<file path="src/rtl/pulse_maker_pkg.sv">
// pulse_maker_pkg: shared types and helpers for the push-button pulse shaper.
//   rep_state_t - auto-repeat FSM states
//   cnt_width   - bit width of a saturating counter that must hold max_val
package pulse_maker_pkg;

    typedef enum logic [1:0] {
        IDLE   = 2'd0,
        HOLD   = 2'd1,
        REPEAT = 2'd2
    } rep_state_t;

    function automatic int cnt_width(input int max_val);
        return (max_val < 1) ? 1 : $clog2(max_val + 1);
    endfunction

endpackage

</file>
<file path="src/rtl/pulse_maker_debounce.sv">
// pulse_maker_debounce: synchronizes a raw asynchronous level and filters bounce.
//   clock - system clock, rising edge
//   reset - asynchronous active-low reset
//   raw   - raw button level, asynchronous to clock
//   level - debounced level; follows sync output after DEBOUNCE_CYCLES equal samples
module pulse_maker_debounce
    import pulse_maker_pkg::*;
#(
    parameter int SYNC_STAGES     = 2,
    parameter int DEBOUNCE_CYCLES = 4
) (
    input  logic clock,
    input  logic reset,
    input  logic raw,
    output logic level
);

    logic [SYNC_STAGES-1:0] sync;
    logic                   sync_out;

    always_ff @(posedge clock or negedge reset)
        if (!reset)
            sync <= '0;
        else
            sync <= {sync[SYNC_STAGES-2:0], raw};

    assign sync_out = sync[SYNC_STAGES-1];

    generate
        if (DEBOUNCE_CYCLES == 0) begin : g_bypass
            assign level = sync_out;
        end else begin : g_filter
            localparam int            CW   = cnt_width(DEBOUNCE_CYCLES);
            localparam logic [CW-1:0] LAST = CW'(DEBOUNCE_CYCLES - 1);
            logic [CW-1:0] cnt;
            logic          lvl;
            // The stored count lags the sample count by one: the sample that
            // would bring it to DEBOUNCE_CYCLES commits the new level instead.
            always_ff @(posedge clock or negedge reset)
                if (!reset) begin
                    cnt <= '0;
                    lvl <= 1'b0;
                end else if (sync_out == lvl) begin
                    cnt <= '0;
                end else if (cnt >= LAST) begin
                    lvl <= sync_out;
                    cnt <= '0;
                end else begin
                    cnt <= cnt + 1'b1;
                end
            assign level = lvl;
        end
    endgenerate

endmodule

</file>
<file path="src/rtl/pulse_maker.sv">
// pulse_maker: turns a bouncy asynchronous button level into 1-cycle pulses,
// with optional auto-repeat while the button stays held.
//   clock   - system clock, rising edge
//   reset   - asynchronous active-low reset
//   i_pulse - raw button level, 1 = pressed
//   o_pulse - registered single-cycle pulse per press or repeat
module pulse_maker
    import pulse_maker_pkg::*;
#(
    parameter int SYNC_STAGES     = 2,
    parameter int DEBOUNCE_CYCLES = 4,
    parameter int REPEAT_EN       = 0,
    parameter int HOLD_CYCLES     = 16,
    parameter int REPEAT_CYCLES   = 8
) (
    input  logic clock,
    input  logic reset,
    input  logic i_pulse,
    output logic o_pulse
);

    generate
        if (SYNC_STAGES < 2) begin : g_bad_sync
            $error("pulse_maker: SYNC_STAGES must be at least 2");
        end
        if (REPEAT_EN != 0 && (HOLD_CYCLES < 2 || REPEAT_CYCLES < 2)) begin : g_bad_repeat
            $error("pulse_maker: HOLD_CYCLES and REPEAT_CYCLES must be at least 2");
        end
    endgenerate

    logic level;
    logic level_q;
    logic rise;
    logic fire;

    pulse_maker_debounce #(
        .SYNC_STAGES    (SYNC_STAGES),
        .DEBOUNCE_CYCLES(DEBOUNCE_CYCLES)
    ) u_debounce (
        .clock(clock),
        .reset(reset),
        .raw  (i_pulse),
        .level(level)
    );

    always_ff @(posedge clock or negedge reset)
        if (!reset)
            level_q <= 1'b0;
        else
            level_q <= level;

    assign rise = level & ~level_q;

    generate
        if (REPEAT_EN != 0) begin : g_repeat
            localparam int CMAX = (HOLD_CYCLES > REPEAT_CYCLES) ? HOLD_CYCLES : REPEAT_CYCLES;
            localparam int CW   = cnt_width(CMAX);
            localparam logic [CW-1:0] HOLD_LAST = CW'(HOLD_CYCLES - 1);
            localparam logic [CW-1:0] REP_LAST  = CW'(REPEAT_CYCLES - 1);
            rep_state_t    state, state_nx;
            logic [CW-1:0] cnt, cnt_nx;
            always_ff @(posedge clock or negedge reset)
                if (!reset) begin
                    state <= IDLE;
                    cnt   <= '0;
                end else begin
                    state <= state_nx;
                    cnt   <= cnt_nx;
                end
            // A low filtered level is checked before expiry so a release on
            // the expiry cycle suppresses the repeat pulse.
            always_comb begin
                state_nx = state;
                cnt_nx   = cnt;
                fire     = 1'b0;
                case (state)
                    IDLE: begin
                        if (rise) begin
                            state_nx = HOLD;
                            cnt_nx   = '0;
                        end
                    end
                    HOLD, REPEAT: begin
                        if (!level) begin
                            state_nx = IDLE;
                            cnt_nx   = '0;
                        end else if (cnt >= ((state == HOLD) ? HOLD_LAST : REP_LAST)) begin
                            fire     = 1'b1;
                            state_nx = REPEAT;
                            cnt_nx   = '0;
                        end else begin
                            cnt_nx = cnt + 1'b1;
                        end
                    end
                    default: begin
                        state_nx = IDLE;
                        cnt_nx   = '0;
                    end
                endcase
            end
        end else begin : g_single
            assign fire = 1'b0;
        end
    endgenerate

    always_ff @(posedge clock or negedge reset)
        if (!reset)
            o_pulse <= 1'b0;
        else
            o_pulse <= rise | fire;

endmodule

</file>
<file path="config.mk">
export PLATFORM = sky130hd
export DESIGN_NAME = pulse_maker
export DESIGN_NICKNAME = d
export VERILOG_FILES = /design/src/rtl/pulse_maker_pkg.sv /design/src/rtl/pulse_maker_debounce.sv /design/src/rtl/pulse_maker.sv
export SDC_FILE = /design/constraint.sdc
export NUM_CORES = 1
export LEC_CHECK = 0
export CORE_AREA = 2 2 39 41
export CTS_CLUSTER_SIZE = 20
export DETAILED_ROUTE_END_ITERATION = 8
export DIE_AREA = 0 0 41 43
export GPL_ROUTABILITY_DRIVEN = 0
export HOLD_SLACK_MARGIN = 0.15
export MAX_ROUTING_LAYER = met4
export PLACE_DENSITY = 0.36
export SLEW_MARGIN = 5
export SYNTH_ARGS = -nofsm -noshare
export SYNTH_HDL_FRONTEND = slang
export SYNTH_SLANG_ARGS = --single-unit
</file>
<file path="constraint.sdc">
create_clock -name clock -period 3.4 [get_ports clock]
set_clock_uncertainty 0.2 [all_clocks]
set_input_delay 0.34 -clock clock [delete_from_list [all_inputs] [get_ports clock]]
set_output_delay 0.34 -clock clock [all_outputs]
set_load 0.02 [all_outputs]
</file>
---- After elaboration in Yosys (flattened, before gate mapping) ----
Cells that the tools add are included.
storage, ports and cells
  bits in registers ....................... 8
  input bits .............................. 3
  output and inout bits ................... 1
  word-level logic and storage cells ...... 14
operators by class
  add/sub/neg operators ................... 1
  order comparisons ....................... 1
  equal/unequal tests ..................... 1
  mux-type cells .......................... 2
  bitwise gates (word level) .............. 3
  reduce and logical (&&, ||, !) cells .... 1
operators with widths
  operator                                                           count
  two-way mux 3 bit                                                  2
  adder 3 x 1 -> 3 bit, second input constant                        1
  greater-or-equal comparator 3 x 2 -> 1 bit, second input constant  1
  NOT 1 bit                                                          2
  AND reduction 2 bit                                                1
  AND 1 bit                                                          1
  == test 1 bit                                                      1

---- Longest topological paths before layout ----
Gate-level depths: netlist of the first run.
  depth in word-level cells ............... 3
  gate-level depth with buffers ........... 4
  depth with buffers taken out ............ 4

---- By module ----
Synthesis of the first run repeated with hierarchy kept, for this count alone.
unflattened totals
  cells, all modules ...................... 18
  area total of the unflattened synthesis .. 294.0 um^2
modules (own cells, without submodules)
  module                instances  cells each  area each (um^2)  sequential area each (um^2)
  pulse_maker_debounce  1          15          230.2             150.1
  pulse_maker           1          3           63.8              50.0

---- Least setup slack after synthesis of the first run ----
OpenSTA, ideal clock, no wires.
  path kind ............................... register to register
  from .................................... reg u_debounce.g_filter.cnt[0]
  to ...................................... reg u_debounce.g_filter.lvl, in the netlist u_debounce.level
  library setup time ...................... 0.125 ns
  data arrival time ....................... 1.341 ns
  data required time ...................... 3.075 ns
  setup slack ............................. 1.734 ns
  cell stages (with the launch flop) ...... 5
  path buffers ............................ 0
  period minus slack after synthesis ...... 1.666 ns
  cells stage by stage .................... dfrtp_1 -> ha_1 -> ha_1 -> a211o_1 -> mux2_4
between the ends
  cells in the longest elaborated chain, start to end .. 2
ends and longest elaborated chain
  element                                     RTL line                    text
  from (decl)                                 pulse_maker_debounce.sv:35  logic [CW-1:0] cnt;
  from (signal assigned)                      pulse_maker_debounce.sv:49  cnt <= cnt + 1'b1;
  greater-or-equal comparator 3 x 2 -> 1 bit  pulse_maker_debounce.sv:45  end else if (cnt >= LAST) begin
  AND reduction 2 bit (no source line)        -
  to (signal assigned)                        pulse_maker_debounce.sv:46  lvl <= sync_out;
  to (decl)                                   pulse_maker_debounce.sv:36  logic lvl;
Every way passes these cells.
A chain may end at the register's enable or synchronous reset.

---- Worst setup path after layout of the first run ----
Same ends and word-level chain as after synthesis.

==> impl_metrics.env, run 1 <==
export IMPL_hold_path_class="flop to flop"
export IMPL_setup_viol=0
export IMPL_synthTopCellsByArea="dfrtp_1 (70%), ha_1 (8.7%), mux2_4 (5.2%)"
export IMPL_vias_per_cell=3.900
export IMPL_crit_fanout=3
export IMPL_die_area_um2=1763
export IMPL_drt_initial_drc_count=2
export IMPL_worstPathArrival_ns=1.66
export IMPL_io_buffers=3
export IMPL_synth_top_cell_area_share_pct=69.87
export IMPL_tightest_slew_ns=0.3511
export IMPL_multi_input_area_um2=82.58
export IMPL_whs_ns=0.1505
export IMPL_leakage_nw=0.1668
export IMPL_initial_utilization_pct=20.71
export IMPL_yosysMostFrequentCell="dfrtp_1"
export IMPL_rows=14
export IMPL_root_buffer="clkbuf_4"
export IMPL_synth_largest_area_cell="dfrtp_1"
export IMPL_cts_buffers=3
export IMPL_synth_area_um2=286.5
export IMPL_clockBufferDepth=2
export IMPL_drt_pass1_iter_count=2
export IMPL_fp_coreArea_um2=1384
export IMPL_area_delta_synth_final_pct=25.33
export IMPL_max_freq_mhz=578.5
export IMPL_cts_setup_buffers=0
export IMPL_crit_type="flop to flop"
export IMPL_num_vias=156
export IMPL_cts_sinks=8
export IMPL_cts_resized=0
export IMPL_first_global_vias=157
export IMPL_slew_viol_final=0
export IMPL_timing_rr_start="u_debounce.g_filter.cnt[0]"
export IMPL_grt_antenna_before_repair=0
export IMPL_drc=0
export IMPL_synthTopCellsByCount="dfrtp_1 (8), ha_1 (2)"
export IMPL_yosysSeqAreaShare_pct=69.87
export IMPL_cts_tree="done"
export IMPL_routed_wl_um=387
export IMPL_routedWlPerCell_um=9.675
export IMPL_antenna_cells=0
export IMPL_synth_edf_count=0
export IMPL_avgSynthCellArea_um2=15.92
export IMPL_track_usage_pct=5.705
export IMPL_netlist_cell_type_count=10
export IMPL_io_pins=4
export IMPL_ir_worst_vdd_mv=0.1821
export IMPL_yosys_most_used_dff="dfrtp_1"
export IMPL_grt_max_degree=9
export IMPL_regArea_um2=200.2
export IMPL_final_nets=31
export IMPL_htreeDepth=1
export IMPL_slew_headroom_pct=76.52
export IMPL_total_power_mw=0.3003
export IMPL_hold_viol=0
export IMPL_rsz0062_at_grt="false"
export IMPL_postRouteAntennaNets=0
export IMPL_synthArstFlopShare_pct=100.0
export IMPL_crit_path_start="u_debounce.g_filter.cnt[0]"
export IMPL_clk_pin_slew_ns=0.05
export IMPL_status="finished clean"
export IMPL_min_period_ns=1.729
export IMPL_grt_overflow=0
export IMPL_end_kind="flop"
export IMPL_p_per_area_nw_per_um2=836.4
export IMPL_cp_data_required_time_ns=3.33
export IMPL_nFillCells=148
export IMPL_fp_dieW_um=41
export IMPL_drive_gt1_share_pct=16.67
export IMPL_synth_warnings=0
export IMPL_hp_start="u_debounce.sync[0]"
export IMPL_cap_violations=0
export IMPL_syn_num_nets=23
export IMPL_fin_setup_tns_ns=0
export IMPL_period_share_pct=50.84
export IMPL_grt_pass1_wl_um=607
export IMPL_die_y_um=43
export IMPL_ctsHoldBuffers=0
export IMPL_start_kind="flop"
export IMPL_ys_ff_latch=8
export IMPL_postSynthCellCount=18
export IMPL_clk_latency_ns=0.24
==> routing by layer <==
metal,wire length (um),GRT usage (%)
met4,0,4.000
met5,0,-
met2,196,7.187
met3,27,3.141
met1,163,6.601
==> worst max-delay path, stage by stage (launching register included) <==
cell and delay (ns):
dfrtp_1 0.40, ha_1 0.20, ha_1 0.19, a211o_1 0.32
mux2_4 0.30
==> layout by cell type, fill, tap and decap left out, drive strengths merged <==
master / instances
nor3: 1
clkbuf: 3
dfrtp: 8
ha: 2
clkdlybuf4s50: 3
nor2b: 1
nor3b: 1
xnor2: 1
inv: 1
nor4: 1
mux2: 1
a211o: 1
==> layout make-up <==
cell class | instances | share of cell area (%)
flip-flops and latches | 8 | 55.75
well taps | 16 | 5.575
clock buffers | 3 | 6.272
multi-input cells | 9 | 23.00
repair buffers | 3 | 8.362
inverters | 1 | 1.045
==> where the power goes <==
part | total, mW | switching (mW) | leakage, nW | internal (mW)
logic | 0.0842 | 0.0359 | 0.0534 | 0.0483
clock network | 0.0706 | 0.0304 | 0.0138 | 0.0403
registers | 0.146 | 0.0188 | 0.0996 | 0.127
==> kinds of logic (layout without fill, tap and decap cells) <==
family	after synthesis	in the layout	synth area share, %
fa+ha+maj	2	2	8.732
compound gates	1	1	3.057
simple gates	4	4	8.736
xor+xnor	1	1	3.057
buf+inv	1	7	1.309
mux	1	1	5.239
flops	8	8	69.87
==> state kept, by name, indices dropped and copies added, names as in the netlist <==
| name | flops |
|---|---|
| u_debounce.g_filter.cnt | 3 |
| u_debounce.sync | 2 |
| level_q | 1 |
| o_pulse | 1 |
| u_debounce.level | 1 |
==> final timing paths <==
check	end	slack, ns	cells after the start
max	u_debounce.level	1.67	4
min	u_debounce.sync[1]	0.15	0
max reg2reg	u_debounce.level	1.67	4
min reg2reg	u_debounce.sync[1]	0.15	0
max in group asynchronous	level_q	2.58	1
min in group asynchronous	u_debounce.level	0.17	1
==> metrics by stage <==
stage	std cells	worst slack, ns	cell area, um^2	util, %
2_1_floorplan	18	1.734	286.5	-
3_3_place_gp	37	1.696	336.6	24.32
3_5_place_dp	37	1.663	336.6	24.32
4_1_cts	40	1.658	359.1	25.95
5_1_grt	40	1.640	359.1	25.95
6_report	40	1.671	359.1	25.95
(Power assumes the default switching activity.)
==> run 2: changes to the inputs <==
--- a/config.mk
+++ b/config.mk
@@ -12,7 +12,7 @@
 export GPL_ROUTABILITY_DRIVEN = 0
 export HOLD_SLACK_MARGIN = 0.15
 export MAX_ROUTING_LAYER = met4
-export PLACE_DENSITY = 0.36
+export PLACE_DENSITY = 0.38
 export SLEW_MARGIN = 5
 export SYNTH_ARGS = -nofsm -noshare
 export SYNTH_HDL_FRONTEND = slang
==> constraint.sdc (replaced) <==
create_clock -name clock -period 1.5 [get_ports clock]
set_clock_uncertainty 0.2 [all_clocks]
set_input_delay 0.15 -clock clock [delete_from_list [all_inputs] [get_ports clock]]
set_output_delay 0.15 -clock clock [all_outputs]
set_load 0.02 [all_outputs]
==> impl_metrics.env, run 2 (synthesized netlist as in run 1, its figures left out) <==
export IMPL_status="finished, violations left"
export IMPL_violations="setup timing"
export IMPL_final_cell_area_um2=414.1
export IMPL_p_per_area_nw_per_um2=1819
export IMPL_setup_viol=3
export IMPL_start_kind="flop"
export IMPL_layout_commonest_cell="dfrtp_1"
export IMPL_grt_antenna_before_repair=0
export IMPL_drt_pass1_iter_count=1
export IMPL_worstPathArrival_ns=1.54
export IMPL_period_share_pct=107.3
export IMPL_grt_max_degree=9
export IMPL_ir_worst_vdd_mv=0.5253
export IMPL_htreeDepth=1
export IMPL_area_delta_synth_final_pct=44.54
export IMPL_largest_registers="u_debounce.g_filter.cnt: 3 flops, u_debounce.sync: 2 flops"
export IMPL_whs_ns=0.1520
export IMPL_num_vias=165
export IMPL_end_kind="flop"
export IMPL_cts_buffers=3
export IMPL_first_global_vias=166
export IMPL_rsz0062_at_grt="true"
export IMPL_clk_pin_slew_ns=0.05
export IMPL_place_area_um2=356.6
export IMPL_crit_fanout=2
export IMPL_slew_viol_final=0
export IMPL_cts_setup_buffers=0
export IMPL_track_usage_pct=6.764
export IMPL_hold_viol=0
export IMPL_tightest_slew_ns=0.4601
export IMPL_slew_headroom_pct=69.10
export IMPL_drt_initial_drc_count=0
export IMPL_final_util_pct=29.93
export IMPL_fp_coreArea_um2=1384
export IMPL_cp_data_required_time_ns=1.43
export IMPL_root_buffer="clkbuf_4"
export IMPL_fp_dieW_um=41
export IMPL_layout_common_cells="dfrtp_1 (8), clkbuf_4 (3)"
export IMPL_final_nets=35
export IMPL_antenna_cells=0
export IMPL_cts_tree="done"
export IMPL_largest_reg_flops=3
export IMPL_initial_utilization_pct=20.71
export IMPL_clk_latency_ns=0.25
export IMPL_regMostFlops="u_debounce.g_filter.cnt"
export IMPL_hold_path_class="flop to flop"
export IMPL_die_y_um=43
export IMPL_leakage_nw=0.1902
export IMPL_io_buffers=3
export IMPL_max_freq_mhz=621.4
export IMPL_drive_gt1_share_pct=35.71
export IMPL_cap_violations=0
export IMPL_crit_type="flop to flop"
export IMPL_rows=14
export IMPL_clockBufferDepth=2
export IMPL_fin_setup_tns_ns=-0.2071
export IMPL_die_area_um2=1763
export IMPL_postRouteAntennaNets=0
export IMPL_vias_per_cell=3.750
export IMPL_routedWlPerCell_um=9.477
export IMPL_final_setup_worst_slack_ns=-0.1091
export IMPL_routed_wl_um=417
export IMPL_grt_pass1_wl_um=676
export IMPL_drc=0
export IMPL_io_pins=4
export IMPL_cts_sinks=8
export IMPL_min_period_ns=1.609
export IMPL_grt_overflow=0
export IMPL_nFillCells=141
[run 2: changes by cell type in the layout (fill, tap and decap cells not counted), moves of 2 or more]
cell,previous run,this run
ha_2,0,2
ha_1,2,0
dlygate4sd3_1,0,2
buf_4,0,2
[run 2: what timing repair did]
item	CTS	global route
hold buffers	2	0
gates resized for setup	3	1
hold endpoints to repair	9	0
endpoints found under the setup margin	4	3
[run 2: metrics by stage]
stage | power [mW] | cells | worst slack [ns]
after global placement | 0.5565 | 39 | -0.08889
after detailed placement | 0.5681 | 39 | -0.09942
after CTS | 0.7513 | 44 | -0.1095
after floorplan | 0.4655 | 18 | -0.07815
final | 0.7534 | 44 | -0.1091
after global routing | 0.8155 | 44 | -0.1454
[run 2: where the power goes]
part	internal (mW)	switching (mW)	total, mW
logic	0.152	0.118	0.270
clock network	0.0911	0.0665	0.158
registers	0.287	0.0384	0.326
total	0.531	0.223	0.753
[run 2: worst paths after layout]
check                           slack, ns                         end  depth (start not counted)                       start
worst max register to register      -0.11            u_debounce.level                          4  u_debounce.g_filter.cnt[1]
worst max-delay path                -0.11            u_debounce.level                          4  u_debounce.g_filter.cnt[1]
max in group asynchronous            0.33          u_debounce.sync[0]                          2                       reset
min in group asynchronous            0.52  u_debounce.g_filter.cnt[0]                          2                       reset
worst min register to register       0.15          u_debounce.sync[1]                          0          u_debounce.sync[0]
worst min-delay path                 0.15          u_debounce.sync[1]                          0          u_debounce.sync[0]
[run 2: routing by layer]
metal  wire length (um)  global-route usage (%)  vias up
li1                   -                       -       83
met5                  0                       -        -
met4                  0                   10.00        0
met3                 19                   3.141        0
met2                209                   6.563        4
met1                189                   7.667       78
[run 2: worst max-delay path, cell delays in order (launching register included)]
cell     delay [ns]
dfrtp_1        0.38
ha_2           0.19
ha_2           0.17
a211o_1        0.26
mux2_4         0.30
[run 2: layout make-up]
| class | count | area (um^2) | area share (%) |
|---|---|---|---|
| clock buffers | 3 | 22.52 | 5.438 |
| inverters | 1 | 3.754 | 0.9063 |
| multi-input cells | 9 | 103.9 | 25.08 |
| flip-flops and latches | 8 | 200.2 | 48.34 |
| well taps | 16 | 20.02 | 4.834 |
| repair buffers | 7 | 63.81 | 15.41 |
==> run 3: changes to the inputs <==
--- a/config.mk
+++ b/config.mk
@@ -6,7 +6,6 @@
 export NUM_CORES = 1
 export LEC_CHECK = 0
 export CORE_AREA = 2 2 39 41
-export CTS_CLUSTER_SIZE = 20
 export DETAILED_ROUTE_END_ITERATION = 8
 export DIE_AREA = 0 0 41 43
 export GPL_ROUTABILITY_DRIVEN = 0
==> results of run 3 <==
No change in the layout: final DEF, timing and power equal those of run 2.
